**src/rtl/imm_gen_stage.sv**
```systemverilog
// rtl/imm_gen_stage.sv - registered immediate-generation stage with skid buffer and flush
//
// Purpose: classifies each instruction by opcode, forms the XLEN-bit immediate and
// hands it downstream over a valid/ready handshake. With SKID_EN=1 a one-entry skid
// register keeps in_ready a pure register output; with SKID_EN=0 a single register
// is used and in_ready = out_ready | ~out_valid.
//
// Ports:
//   clk, reset        clock, synchronous active-high reset
//   flush             drop every held and incoming instruction
//   in_valid/in_ready input handshake; in_instr (32b), in_pc (XLEN) payload
//   out_valid/out_ready output handshake
//   out_instr, out_pc carried-through instruction and PC
//   out_imm           formed immediate
//   out_fmt           0 NONE, 1 I, 2 S, 3 B, 4 U, 5 J, 6 Z
//   out_illegal       opcode not recognised
module imm_gen_stage #(
    parameter int XLEN    = 64,
    parameter bit SKID_EN = 1'b1
) (
    input  logic            clk,
    input  logic            reset,
    input  logic            flush,
    input  logic            in_valid,
    output logic            in_ready,
    input  logic [31:0]     in_instr,
    input  logic [XLEN-1:0] in_pc,
    output logic            out_valid,
    input  logic            out_ready,
    output logic [31:0]     out_instr,
    output logic [XLEN-1:0] out_pc,
    output logic [XLEN-1:0] out_imm,
    output logic [2:0]      out_fmt,
    output logic            out_illegal
);

    localparam logic [2:0] FMT_NONE = 3'd0;
    localparam logic [2:0] FMT_I    = 3'd1;
    localparam logic [2:0] FMT_S    = 3'd2;
    localparam logic [2:0] FMT_B    = 3'd3;
    localparam logic [2:0] FMT_U    = 3'd4;
    localparam logic [2:0] FMT_J    = 3'd5;
    localparam logic [2:0] FMT_Z    = 3'd6;

    typedef struct packed {
        logic [31:0]     instr;
        logic [XLEN-1:0] pc;
        logic [XLEN-1:0] imm;
        logic [2:0]      fmt;
        logic            illegal;
    } entry_t;

    typedef enum logic [1:0] {
        S_EMPTY = 2'd0,
        S_ONE   = 2'd1,
        S_TWO   = 2'd2
    } state_t;

    // ------------------------------------------------------------------
    // Immediate decode of the incoming instruction
    // ------------------------------------------------------------------
    logic [2:0]  fmt_c;
    logic        illegal_c;
    logic [63:0] imm_full;
    entry_t      new_entry;

    always_comb begin
        fmt_c     = FMT_NONE;
        illegal_c = 1'b0;
        if (in_instr[1:0] != 2'b11) begin
            illegal_c = 1'b1;
        end else begin
            case (in_instr[6:0])
                7'b0010011, 7'b0011011,
                7'b0000011, 7'b1100111: fmt_c = FMT_I;
                7'b0100011:             fmt_c = FMT_S;
                7'b1100011:             fmt_c = FMT_B;
                7'b0110111, 7'b0010111: fmt_c = FMT_U;
                7'b1101111:             fmt_c = FMT_J;
                // funct3[2] selects the CSR immediate (uimm) forms
                7'b1110011:             fmt_c = in_instr[14] ? FMT_Z : FMT_I;
                default:                illegal_c = 1'b1;
            endcase
        end
    end

    // Built at 64 bits and truncated, so XLEN=32 needs no separate field layout.
    always_comb begin
        imm_full = 64'd0;
        case (fmt_c)
            FMT_I: imm_full = {{52{in_instr[31]}}, in_instr[31:20]};
            FMT_S: imm_full = {{52{in_instr[31]}}, in_instr[31:25], in_instr[11:7]};
            FMT_B: imm_full = {{51{in_instr[31]}}, in_instr[31], in_instr[7],
                               in_instr[30:25], in_instr[11:8], 1'b0};
            FMT_U: imm_full = {{32{in_instr[31]}}, in_instr[31:12], 12'd0};
            FMT_J: imm_full = {{43{in_instr[31]}}, in_instr[31], in_instr[19:12],
                               in_instr[20], in_instr[30:21], 1'b0};
            FMT_Z: imm_full = {59'd0, in_instr[19:15]};
            default: imm_full = 64'd0;
        endcase
    end

    always_comb begin
        new_entry.instr   = in_instr;
        new_entry.pc      = in_pc;
        new_entry.imm     = imm_full[XLEN-1:0];
        new_entry.fmt     = fmt_c;
        new_entry.illegal = illegal_c;
    end

    // ------------------------------------------------------------------
    // Handshake FSM
    // ------------------------------------------------------------------
    state_t state_q, state_d;
    logic   in_ready_q, in_ready_d;
    entry_t main_q, main_d;
    entry_t skid_q;
    logic   load_new, load_skid, move_skid, load_main;
    logic   accept;

    assign out_valid = (state_q != S_EMPTY);
    assign in_ready  = SKID_EN ? in_ready_q : (out_ready | ~out_valid);
    assign accept    = in_valid & in_ready;

    always_comb begin
        state_d   = state_q;
        load_new  = 1'b0;
        load_skid = 1'b0;
        move_skid = 1'b0;
        case (state_q)
            S_EMPTY: begin
                if (accept) begin
                    state_d  = S_ONE;
                    load_new = 1'b1;
                end
            end
            S_ONE: begin
                if (accept && out_ready) begin
                    load_new = 1'b1;
                end else if (accept) begin
                    state_d   = S_TWO;
                    load_skid = 1'b1;
                end else if (out_ready) begin
                    state_d = S_EMPTY;
                end
            end
            S_TWO: begin
                if (out_ready) begin
                    state_d   = S_ONE;
                    move_skid = 1'b1;
                end
            end
            default: state_d = S_EMPTY;
        endcase
        // Flush discards both held entries and the input of this cycle.
        if (flush) begin
            state_d   = S_EMPTY;
            load_new  = 1'b0;
            load_skid = 1'b0;
            move_skid = 1'b0;
        end
    end

    assign in_ready_d = (state_d != S_TWO);
    assign load_main  = load_new | move_skid;
    assign main_d     = move_skid ? skid_q : new_entry;

    always_ff @(posedge clk) begin
        if (reset) begin
            state_q    <= S_EMPTY;
            in_ready_q <= 1'b1;
            main_q     <= '0;
            skid_q     <= '0;
        end else begin
            state_q    <= state_d;
            in_ready_q <= in_ready_d;
            if (load_main) begin
                main_q <= main_d;
            end
            if (load_skid) begin
                skid_q <= new_entry;
            end
        end
    end

    assign out_instr   = main_q.instr;
    assign out_pc      = main_q.pc;
    assign out_imm     = main_q.imm;
    assign out_fmt     = main_q.fmt;
    assign out_illegal = main_q.illegal;

endmodule

```
**config.mk**
```make
export PLATFORM = sky130hd
export DESIGN_NAME = imm_gen_stage
export DESIGN_NICKNAME = d
export VERILOG_FILES = /design/src/rtl/imm_gen_stage.sv
export SDC_FILE = /design/constraint.sdc
export NUM_CORES = 1
export LEC_CHECK = 0
export CORE_ASPECT_RATIO = 0.7
export CORE_MARGIN = 1.5
export CORE_UTILIZATION = 45
export CTS_CLUSTER_SIZE = 28
export DETAILED_ROUTE_END_ITERATION = 12
export MAX_ROUTING_LAYER = met4
export PLACE_DENSITY = 0.76
export SKIP_CTS_REPAIR_TIMING = 1
export SLEW_MARGIN = 15
export SYNTH_ARGS = -nofsm -noshare
export SYNTH_HDL_FRONTEND = slang
export SYNTH_SLANG_ARGS = --single-unit
```
**constraint.sdc**
```tcl
create_clock -name clk -period 1.8 [get_ports clk]
set_input_delay 0.36 -clock clk [delete_from_list [all_inputs] [get_ports clk]]
set_output_delay 0.36 -clock clk [all_outputs]
set_load 0.005 [all_outputs]
```
==> metrics.txt, run 1 <==
Post-Layout Inst Area=16100 um^2; H-tree depth=1; Post-DRT Antenna Nets=0; Lkg Pwr=6.79 nW; CTS tree=done; delay-heaviest family, CP=compound AO/OA/AOI/OAI gates; GPL Wtd Cong=0.946; Reg clk slew, reported paths=0.06 ns; layout cells sized above 1=13.6%; Max VDD drop=0.665 mV; Area Growth Syn to Fin=44.3%; drt wl/cell=18.1 um; most used routing layer in global routing=met2; maxcap violations=0; Worst Reg-to-Reg Cells=8; Yosys warning count=0; fin crit period=1.89 ns; vias in the first global route=10400; clk root buf=clkbuf_16; clock sinks=267; Clock power frac=39.9%; vias per cell=5.60; Post-DP Area=14600 um^2; failing checks=setup timing; hold_sp=in_instr[6]; count of final hold-check violations=0; reg2reg end=out_pc[5]; WS Path Type=flop to flop; post-route insts no fill=2039; share of async-settable or async-resettable flops after synthesis=0%; Die Ht=135 um; Post-DP HPWL=23400 um; die width=191 um; Int Pwr=10.1 mW; RSZ-0062 raised after global routing=yes; Slew headroom=50.5%; Syn Nets=1534; cts bufs inserted=27; predominant post-synthesis flop cell=dfxtp_1; synthesized area per cell=7.80 um^2; buffers plus inverters on the worst setup path=3; #FFs+latches synth=267; Syn Inst Count=1433; top cells by area, synth=dfxtp_1 (48%), nand2_1 (14%), a311oi_1 (7.5%); CP max FO=10; die area=25800 um^2; vias=11400; reg2reg setup slack=-0.09 ns; Critical Path RT=2.23 ns; initial antenna violation count=0; main combinational cell family by area after synthesis=compound AO/OA/AOI/OAI gates; met2 global-route usage=40.5%; core box area=24500 um^2; Synth Area in Simple Gates=21.6%; Worst-Skew Late Latency=0.52 ns; Total Wirelength=36900 um; PwrDens=820 nW/um^2; Final Skew=0.00669 ns; Buffers on Ports=266; Final setup viols=26; Adder-Cell Fraction of Synth Area=0%; Compound-Gate Fraction of Synth Area=23.2%; met3 GRT Util=7.38%; worst flop-to-flop path startpoint=state_q[0]; Switch Pwr=3.14 mW; DRT Pass-1 Iters=5; Max clock buf depth=3; # diodes=0; slowest CP cell=o31a_1; Max stage delay on crit path=0.37 ns; crit share post-route=105%; Distinct cells, synth=57; area of the mapped netlist=11200 um^2; hold path cells=4; crit-path cells=nor2b_4 -> o31a_1 -> nor2_4 -> buf_12 -> buf_4 -> clkbuf_16 -> nor2_1 -> a311oi_1; combinational share of power=13.0%; Critical Path Sink Type=flop; total power=13.2 mW; crit path setup slack, layout=-0.0888 ns; largest area contributor in the synthesized netlist=dfxtp_1; post-synthesis sequential area ratio=47.8%; Slew @ Worst Pin=0.742 ns; num ports=267; top cell type's share of synthesized area=47.8%; Initial Util=45.6%; final slew viol count=0; hold-critical path endpoint=skid_q[138]; status=complete, but fails checks; First DRT Iteration DRCs=1004; startpoint types=flop; Post-synth EDFFs=0; sw frac=23.7%; post-layout net count=1803; post-synthesis mux area share=0.179%; hold crit path type=input port to flop; met1 GRT Util=35.1%; first-pass GRT wire length=54000 um; largest net degree at the start of global routing=141; cell row count=48; Arr. time, crit path=2.31 ns; Reg power frac=47.2%; gr ovfl total=0; Cells after DPL=1973; # DRC=0; GR Util All Layers=26.7%; XOR/XNOR Fraction of Synth Area=0%; max frequency=0.529 GHz
-- state kept, by name, summed over array words and instances, names as in the netlist --
signal / count
skid_q: 132
out_pc: 64
out_imm: 32
out_instr: 32
out_fmt: 3
state_q: 2
in_ready: 1
out_illegal: 1
-- power groups by stage --
stage	Combinational, mW	Sequential (mW)	Clock [mW]
after floorplan	0.596	6.35	0
after global placement	1.53	6.36	0
after detailed placement	1.55	6.36	0
after CTS	1.56	6.23	5.38
after global routing	1.83	6.25	5.60
final	1.71	6.24	5.28
-- per-layer routing --
metal | wire length [um] | share of wire (%)
met1 | 15900 | 43
met2 | 16700 | 45
met3 | 3580 | 9.7
met4 | 731 | 2.0
met5 | 0 | 0
-- tightest hold or removal path, delay by kind of cell --
kind / cells / cell delay, ns
compound gates: 1 / 0.05
simple gates: 1 / 0.05
buf+inv: 2 / 0.34
-- synthesized netlist by cell type, types with 4 or more instances --
| cell | n |
|---|---|
| dfxtp_1 | 267 |
| nor3_1 | 16 |
| a32oi_1 | 8 |
| and2_1 | 13 |
| o211ai_1 | 6 |
| buf_4 | 33 |
| o22ai_1 | 10 |
| nor2_1 | 120 |
| buf_2 | 38 |
| inv_1 | 6 |
| o21ai_1 | 5 |
| buf_1 | 4 |
| nand2_1 | 423 |
| o21ai_0 | 69 |
| a31oi_1 | 14 |
| a22oi_1 | 5 |
| a222oi_1 | 4 |
| clkbuf_1 | 81 |
| a211oi_1 | 11 |
| nand3_1 | 6 |
| a21oi_1 | 139 |
| a311oi_1 | 96 |
-- per-stage QoR --
| step | util (%) | worst slack (ns) | setup TNS [ns] | hold WS, ns |
|---|---|---|---|---|
| after CTS | 62.9 | -0.313 | -13.92 | 0.330 |
| after global placement | 59.6 | -0.660 | -107.23 | 0.441 |
| after detailed placement | 59.6 | -0.750 | -113.30 | 0.447 |
| after global routing | 65.9 | -0.120 | -4.67 | 0.340 |
| after floorplan | - | -0.00634 | -0.0507 | 0.432 |
| final | 65.9 | -0.0888 | -0.953 | 0.340 |
-- cell families after synthesis --
logic type      count (synthesis)
simple gates                  604
compound gates                395
mux                             2
flops                         267
buf+inv                       165
-- cell type report --
| cell class | instances | area (um^2) |
|---|---|---|
| fill | 2052 | 8370 |
| sequential | 267 | 5370 |
| multi-input combinational | 1001 | 5180 |
| timing repair buffer | 399 | 4350 |
| clock buffer | 36 | 759 |
| tap | 325 | 407 |
| clock inverter | 5 | 53.8 |
| inverter | 6 | 22.5 |
-- placed cells by master (no fill, tap or decap), drive strengths merged, types with 5 or more instances in the layout --
cell type,n
inv,6
a32oi,8
nor2,122
and2,14
a311oi,96
o22ai,10
clkbuf,47
nand3,6
dlymetal6s2s,60
a21oi,141
o21ai,76
nand2,423
o211ai,6
clkdlybuf4s50,204
a22oi,5
nor3,16
dfxtp,267
a31oi,14
buf,124
a211oi,12
-- worst max path at each step --
stage           startpoint    endpoint  slack, ns  depth (start not counted)
3_5_place_dp   in_instr[4]  skid_q[29]      -0.75                          8
5_1_grt         state_q[0]   out_pc[5]      -0.12                          8
2_1_floorplan  in_instr[3]  skid_q[16]     -0.006                          7
6_report        state_q[0]   out_pc[5]      -0.09                          8
4_1_cts         state_q[1]   out_valid      -0.31                          3
3_3_place_gp   in_instr[4]   skid_q[9]      -0.66                          8
Note: power is estimated with default switching activity, not from simulation.
==> inputs of run 2 (changes only) <==
PLACE_DENSITY = default   (was 0.76)
PLACE_DENSITY_LB_ADDON = 0.2   (was default)
==> run 2 against run 1 <==
Compared with the run above:
- the flow now finishes without violations
- setup slack better by 0.090 ns
- critical endpoint is now out_pc[18]
- largest power group unchanged
- cell count hardly changed
- clock power is 1% higher
==> metrics.txt, run 2 (synthesized netlist as in run 1, its figures left out) <==
Die Ht=135 um (unchanged); Final setup viols=0 (was 26); initial antenna violation count=2 (was 0); Reg with most FFs=skid_q (unchanged); maxcap violations=0 (unchanged); First DRT Iteration DRCs=921 (was 1004); clk root buf=clkbuf_16 (unchanged); CTS tree=done (unchanged); # DRC=0 (unchanged); hold path cells=3 (was 4); num ports=267 (unchanged); Post-DRT Antenna Nets=0 (unchanged); DRT Pass-1 Iters=7 (was 5); reg2reg setup slack=0.001 ns (was -0.09 ns); layout cells sized above 1=12.5% (was 13.6%); GPL Wtd Cong=0.905 (was 0.946); commonest non-fill, non-tap cell in the layout=nand2_1 (unchanged); H-tree depth=1 (unchanged); Area Growth Syn to Fin=42.1% (was 44.3%); Post-Layout Inst Area=15900 um^2 (was 16100 um^2); gr ovfl total=0 (unchanged); Total Wirelength=34900 um (was 36900 um); RSZ-0062 raised after global routing=yes (unchanged); hold_sp=in_instr[3] (was in_instr[6]); area taken by multi-input logic gates=5110 um^2 (was 5180 um^2); status=completed (was complete, but fails checks); die width=191 um (unchanged); Post-DP Area=14700 um^2 (was 14600 um^2); worst flop-to-flop path startpoint=state_q[0] (unchanged); crit share post-route=99.9% (was 105%); vias=11200 (was 11400); PwrDens=827 nW/um^2 (was 820 nW/um^2); hold crit path type=input port to flop (unchanged); Critical Path RT=2.23 ns (about the same); fin crit period=1.80 ns (was 1.89 ns); GR Util All Layers=26.7% (about the same); first-pass GRT wire length=54300 um (was 54000 um); Initial Util=45.6% (unchanged); Slew @ Worst Pin=0.774 ns (was 0.742 ns); WS Path Type=flop to flop (unchanged); total power=13.1 mW (was 13.2 mW); Max clock buf depth=3 (unchanged); CP max FO=28 (was 10); crit path setup slack, layout=0.00119 ns (was -0.0888 ns); Critical Path Sink Type=flop (unchanged); clock sinks=267 (unchanged); reg2reg end=out_pc[18] (was out_pc[5]); largest net degree at the start of global routing=163 (was 141); Slew headroom=48.4% (was 50.5%); drt wl/cell=17.1 um (was 18.1 um); die area=25800 um^2 (unchanged); Reg clk slew, reported paths=0.06 ns (about the same); Worst-Skew Late Latency=0.53 ns (was 0.52 ns); post-layout net count=1791 (was 1803); vias in the first global route=10100 (was 10400); cts bufs inserted=27 (unchanged); register area=5380 um^2 (was 5370 um^2); commonest non-fill, non-tap cells in the layout=nand2_1 (422), dfxtp_1 (246), clkdlybuf4s50_1 (197) (was nand2_1 (422), dfxtp_1 (251), clkdlybuf4s50_1 (204)); max reg flops=132 (unchanged); startpoint types=flop (unchanged); count of final hold-check violations=0 (unchanged); Lkg Pwr=6.75 nW (was 6.79 nW); Buffers on Ports=266 (unchanged); vias per cell=5.48 (was 5.60); final slew viol count=0 (unchanged); fillers=2079 (was 2052); Worst Reg-to-Reg Cells=7 (was 8); end point of the critical path=out_pc[18] (was out_pc[5]); cell row count=48 (unchanged); Setup WS pre-CTS=-0.808 ns (was -0.750 ns); Post-DP HPWL=23500 um (was 23400 um); max frequency=0.556 GHz (was 0.529 GHz); core box area=24500 um^2 (unchanged); Final Skew=0.0139 ns (was 0.00669 ns); Max VDD drop=0.743 mV (was 0.665 mV); Arr. time, crit path=2.22 ns (was 2.31 ns); crit path launch=state_q[0] (unchanged)
run 2: cell count changes in the layout (fill, tap and decap cells not counted), sizes merged, moves of 2 or more:
| cell | previous run | this run |
|---|---|---|
| clkinvlp | 0 | 3 |
| clkbuf | 47 | 43 |
| buf | 124 | 121 |
| clkdlybuf4s50 | 204 | 197 |
| clkinv | 4 | 6 |
| diode | 0 | 2 |
| dlymetal6s2s | 60 | 66 |
run 2: through the flow:
stage | util (%) | hold slack [ns] | std cells | TNS, ns
after floorplan | - | 0.432 | 1433 | -0.0507
after global placement | 60.2 | 0.438 | 1980 | -104.26
after detailed placement | 60.2 | 0.444 | 1980 | -109.88
after CTS | 63.6 | 0.326 | 2029 | -15.68
after global routing | 64.8 | 0.195 | 2037 | -1.85
final | 64.8 | 0.185 | 2037 | 0
run 2: final cells by class:
type	instances	area share, %
repair buffers	387	26.0
multi-input cells	1001	32.2
diodes	2	0.0315
clock inverters	9	0.378
inverters	6	0.142
well taps	325	2.56
flip-flops and latches	267	33.8
clock buffers	40	4.88
run 2: report_power, final:
group          switching, mW  internal [mW]  leakage, nW  total (mW)
Combinational          0.735          0.829         4.17        1.56
Clock                   2.36           2.98        0.402        5.34
Sequential             0.114           6.11         2.18        6.23
Total                   3.21           9.92         6.75        13.1
run 2: metal layers:
layer,track usage [%],routed length [um]
met5,-,0
met4,5.43,616
met3,5.59,3240
met2,39.2,15300
met1,37.9,15700
run 2: how the worst min path moves through the flow:
stage | to | slack (ns)
floorplan | skid_q[10] | 0.43
global placement | skid_q[10] | 0.44
detailed placement | out_imm[22] | 0.44
CTS | skid_q[18] | 0.33
global route | skid_q[135] | 0.20
finish | skid_q[135] | 0.18
run 2: critical path, cell delays in order, from the launching register on:
cell	delay, ns
dfxtp_2	0.35
nor2b_1	0.15
o31a_1	0.34
nor2_4	0.13
buf_12	0.19
buf_12	0.20
nor2_1	0.06
a311oi_1	0.26
